===== src/rtl/sync_fifo_pkg.sv =====
// Shared helpers and mode constants for the parametrised synchronous FIFO family.
// Pointer/address width convention: AW = clog2(DEPTH); pointers and count are AW+1 bits.
package sync_fifo_pkg;

  localparam int unsigned FIFO_STD  = 0;
  localparam int unsigned FIFO_FWFT = 1;

  function automatic int unsigned clog2(input int unsigned value);
    int unsigned result;
    int unsigned v;
    result = 0;
    for (v = value - 1; v > 0; v = v >> 1) begin
      result = result + 1;
    end
    return result;
  endfunction

endpackage


===== src/rtl/fifo_ram.sv =====
// Simple dual-port storage: one synchronous write port, one asynchronous read port.
module fifo_ram
  import sync_fifo_pkg::*;
#(
  parameter int unsigned DATA_W = 8,
  parameter int unsigned DEPTH  = 32,
  localparam int unsigned AW    = clog2(DEPTH)
) (
  input  logic              clock,
  input  logic              we,
  input  logic [AW-1:0]     waddr,
  input  logic [DATA_W-1:0] wdata,
  input  logic [AW-1:0]     raddr,
  output logic [DATA_W-1:0] rdata
);

  logic [DATA_W-1:0] mem [DEPTH];

  always_ff @(posedge clock) begin
    if (we) begin
      mem[waddr] <= wdata;
    end
  end

  assign rdata = mem[raddr];

endmodule


===== src/rtl/sync_fifo_param.sv =====
// Parametrised single-clock FIFO with occupancy count, threshold flags, sticky error
// flags and a selectable standard (registered) or first-word-fall-through read port.
module sync_fifo_param
  import sync_fifo_pkg::*;
#(
  parameter int unsigned DATA_W   = 8,
  parameter int unsigned DEPTH    = 32,
  parameter int unsigned AF_LEVEL = 28,
  parameter int unsigned AE_LEVEL = 4,
  parameter int unsigned FWFT     = FIFO_STD,
  localparam int unsigned AW      = clog2(DEPTH)
) (
  input  logic              clock,
  input  logic              rst,
  input  logic              wr,
  input  logic [DATA_W-1:0] wr_data,
  input  logic              rd,
  input  logic              clr_err,
  output logic [DATA_W-1:0] rd_data,
  output logic              rd_valid,
  output logic              full,
  output logic              empty,
  output logic              almost_full,
  output logic              almost_empty,
  output logic [AW:0]       count,
  output logic              overflow,
  output logic              underflow
);

  localparam logic [AW:0] PTR_ONE = (AW + 1)'(1);

  logic [AW:0]       wr_ptr_q, wr_ptr_d;
  logic [AW:0]       rd_ptr_q, rd_ptr_d;
  logic [AW:0]       count_q, count_d;
  logic              overflow_q, overflow_d;
  logic              underflow_q, underflow_d;
  logic              rd_acc, wr_acc;
  logic [DATA_W-1:0] ram_rdata;

  // Status flags decode the registered count directly.
  assign empty        = (count_q == '0);
  assign full         = (count_q == DEPTH[AW:0]);
  assign almost_full  = (count_q >= AF_LEVEL[AW:0]);
  assign almost_empty = (count_q <= AE_LEVEL[AW:0]);
  assign count        = count_q;
  assign overflow     = overflow_q;
  assign underflow    = underflow_q;

  always_comb begin
    rd_acc   = rd & ~empty;
    // A pop in the same cycle frees a slot, so a write at full still lands.
    wr_acc   = wr & (~full | rd_acc);
    wr_ptr_d = wr_ptr_q;
    rd_ptr_d = rd_ptr_q;
    if (wr_acc) begin
      wr_ptr_d = wr_ptr_q + PTR_ONE;
    end
    if (rd_acc) begin
      rd_ptr_d = rd_ptr_q + PTR_ONE;
    end
    count_d     = wr_ptr_d - rd_ptr_d;
    // A fresh error event wins over a simultaneous clear.
    overflow_d  = (overflow_q & ~clr_err) | (wr & full & ~rd_acc);
    underflow_d = (underflow_q & ~clr_err) | (rd & empty);
  end

  always_ff @(posedge clock) begin
    if (rst) begin
      wr_ptr_q    <= '0;
      rd_ptr_q    <= '0;
      count_q     <= '0;
      overflow_q  <= 1'b0;
      underflow_q <= 1'b0;
    end else begin
      wr_ptr_q    <= wr_ptr_d;
      rd_ptr_q    <= rd_ptr_d;
      count_q     <= count_d;
      overflow_q  <= overflow_d;
      underflow_q <= underflow_d;
    end
  end

  fifo_ram #(
    .DATA_W(DATA_W),
    .DEPTH (DEPTH)
  ) u_ram (
    .clock(clock),
    .we   (wr_acc & ~rst),
    .waddr(wr_ptr_q[AW-1:0]),
    .wdata(wr_data),
    .raddr(rd_ptr_q[AW-1:0]),
    .rdata(ram_rdata)
  );

  if (FWFT == FIFO_FWFT) begin : g_fwft
    assign rd_data  = ram_rdata;
    assign rd_valid = ~empty;
  end else begin : g_std
    logic [DATA_W-1:0] rd_data_q;
    logic              rd_valid_q;

    always_ff @(posedge clock) begin
      if (rst) begin
        rd_data_q  <= '0;
        rd_valid_q <= 1'b0;
      end else begin
        rd_valid_q <= rd_acc;
        if (rd_acc) begin
          rd_data_q <= ram_rdata;
        end
      end
    end

    assign rd_data  = rd_data_q;
    assign rd_valid = rd_valid_q;
  end

endmodule


===== config.mk =====
export PLATFORM = sky130hd
export DESIGN_NAME = sync_fifo_param
export DESIGN_NICKNAME = d
export VERILOG_FILES = /design/src/rtl/sync_fifo_pkg.sv /design/src/rtl/fifo_ram.sv /design/src/rtl/sync_fifo_param.sv
export SDC_FILE = /design/constraint.sdc
export NUM_CORES = 1
export LEC_CHECK = 0
export ABC_AREA = 1
export BUFFER_PORTS_ARGS = -buffer_cell sky130_fd_sc_hd__buf_2
export CAP_MARGIN = 0
export CORE_MARGIN = 1
export CORE_UTILIZATION = 65
export CTS_CLUSTER_DIAMETER = 150
export DETAILED_ROUTE_END_ITERATION = 8
export PLACE_DENSITY = 0.9
export SYNTH_ARGS = -nofsm -noshare
export SYNTH_HDL_FRONTEND = slang
export SYNTH_SLANG_ARGS = --single-unit

===== constraint.sdc =====
create_clock -name clock -period 5.4 [get_ports clock]
set_input_delay 0.27 -clock clock [delete_from_list [all_inputs] [get_ports clock]]
set_output_delay 0.27 -clock clock [all_outputs]
set_load 0.02 [all_outputs]

==> flow_summary.ini <==
[final_layout]
antenna_cells = 0
fin_area_um2 = 13400
fin_nets = 1251
stdcell_count = 1478
layout-drive-gt1-share_pct = 6.725
area_growth_pct = 8.911

[setup_path]
startpoint_type = flop
setup.worst_path.start = rd_ptr_q[0]
crit_path_end_kind = flop
cp_max_fo = 121
reg2reg_depth = 13
cp.required_ns = 5.87
arrival_ns = 3.47
r2r-start = rd_ptr_q[0]
worstSetupPathType = reg2reg

[synth]
synth_top_area_cell = edfxtp_1
syn_nets = 1237
yosys-top-cells-area = edfxtp_1, nand2_1, nand3_1
yosys-top-cells-count = nand2_1, edfxtp_1, nand3_1
syn-instance-count = 1213
synth.most_common_cell = nand2_1
synth_area_um2 = 12300
ys_async_sr_fraction_pct = 0
synthFlopType = edfxtp_1
syn_area_per_cell_um2 = 10.14
synth.distinct_cells = 28
yosys_warnings = 0
synth_top_area_share_pct = 62.50
synth-seq-area-share_pct = 67.22
synth_edf_count = 256
ys_ff_latch = 285

[global_routing]
grt_pass1_vias = 8567
grt_max_degree = 122
grt_pass1_wl_mm = 46.00
antenna_found_initial = 0
grt_usage_pct = 30.99
grt_overflow = 0

[placed_design]
place_area_um2 = 12450
io_buffers = 33
hpwl_mm = 16.68
gp_congestion = 0.9741
dp.cells = 1423

[timing]
setup_viol = 0
rsz0062_at_grt = no
setup_tns_ns = 0
finClkSkew_ns = 0.01846
fin_crit_ns = 2.996
slew_viol_final = 0
maxSlewHeadroom_pct = 16.78
hold_viol = 0
worst_pin_slew_ns = 1.248
min_period_over_period_pct = 55.49
fmax_mhz = 333.7

[clocking]
cts_root_buf = clkbuf_16
cts_buffers = 28
holdBufCountCts = 3
insertion_delay_ns = 0.55
numClockSinks = 285
cts_tree = yes
htreeDepth = 1
post_cts_buffers = 0
cts_resized = 0
clockBufferDepth = 3
clkTransAtPathRegs_ns = 0.06

[route]
remaining_drc_errors = 0
wl_mm = 29.09
dr.pass1.iters = 6
viasPerCell = 5.923
wl_per_cell_um = 19.68
drt_iter0_drc = 1522
ant_nets = 0
routed-via-count = 8754

[power_and_ir_drop]
vdd_drop_max_uv = 312.7
power_leakage_uw = 0.005459
power_density_nw_per_um2 = 417.2

[floorplanning]
rows = 49
die_y_um = 139.6
initial_core_util_pct = 67.32
die-area_um2 = 19480
io_pins = 34
coreArea_um2 = 18270
die_x_um = 139.6

[outcome]
status = completed

[hold_path]
hold_depth = 4
hold_path.class = in2reg
worstHoldStart = wr

[flow_run]
cap_violations = 0
-- power by group --
part	switching, uW	internal (uW)
Clock	804	1140
Sequential	91.7	2460
Combinational	783	308
-- worst max-delay path: stages, from the launching register on --
cell	delay, ns
dfxtp_4	0.61
inv_4	0.51
nand2_1	0.21
nand2_1	0.08
inv_1	0.06
ha_1	0.15
inv_1	0.07
fa_1	0.43
nand2_1	0.07
inv_1	0.04
or2_2	0.26
a21oi_1	0.16
o21ai_0	0.09
a21oi_1	0.11
-- state kept, by name, summed over array words and instances (netlist names) --
register / cells
wr_ptr_q: 6
rd_valid: 1
u_ram.mem: 256
count: 6
underflow: 1
overflow: 1
rd_ptr_q: 6
rd_data: 8
-- cell type report --
type | count | area (um2)
Sequential cell | 285 | 8273
Fill cell | 1172 | 4875
Multi-Input combinational cell | 732 | 3172
Clock buffer | 33 | 719.4
Inverter | 141 | 531.8
Tap cell | 229 | 286.5
Timing Repair Buffer | 39 | 217.7
Clock inverter | 19 | 195.2
-- cell usage in the layout, fill, tap and decap left out --
cell type        n
clkbuf_1         5
nor3_1           1
clkinv_8         1
inv_1          136
nor2_2           1
a21oi_1         31
nand3_2          1
clkinv_1        11
nand2_1        386
inv_4            1
o21ai_1          3
nand3_1        161
o21bai_1         1
dlygate4sd3_1    3
dfxtp_4          1
nor2_1         111
o211ai_1         1
dfxtp_1         27
clkbuf_16       28
nand4_1          2
nand2_2          2
ha_1            10
buf_2           33
fa_1             1
bufinv_16        4
inv_2            2
xor2_1           6
dfxtp_2          1
or2_2            1
o21ai_0         13
edfxtp_1       256
clkinv_2         5
buf_4            3
-- stage by stage --
| step | hold WS [ns] | total power, uW | setup slack [ns] | util, % |
|---|---|---|---|---|
| 3_5_place_dp | 0.4546 | 3647 | 2.487 | 68.15 |
| 2_1_floorplan | 0.3689 | 3362 | 2.869 | - |
| 6_report | 0.09825 | 5588 | 2.404 | 73.32 |
| 5_1_grt | 0.1405 | 5794 | 2.150 | 73.32 |
| 4_1_cts | 0.08346 | 5568 | 2.485 | 73.32 |
| 3_3_place_gp | 0.4482 | 3603 | 2.541 | 68.15 |
-- logic make-up (layout without fill, tap and decap cells) --
family / count (synthesis) / in the layout / share of synthesized area [%]
xor+xnor: 6 / 6 / 0.4273
compound gates: 49 / 49 / 2.035
simple gates: 666 / 666 / 22.15
flops: 285 / 285 / 67.22
fa+ha+maj: 11 / 11 / 1.180
buf+inv: 196 / 232 / 6.989
-- per-layer routing --
layer  global-route usage, %  up-vias  wire length (um)
li1                        -     3996                 -
met1                   42.02     4037             10690
met2                   50.44      611             13920
met3                   4.577      110              3131
met4                   13.71        0              1348
met5                       0        -                 0
-- path summary, 6_finish.rpt --
| path | end | slack [ns] |
|---|---|---|
| worst min register to register | underflow | 0.48 |
| worst min-delay path | wr_ptr_q[5] | 0.1 |
| worst max-delay path | count[4] | 2.40 |
| worst max register to register | count[4] | 2.40 |
Power figures use the tool's default switching activity.
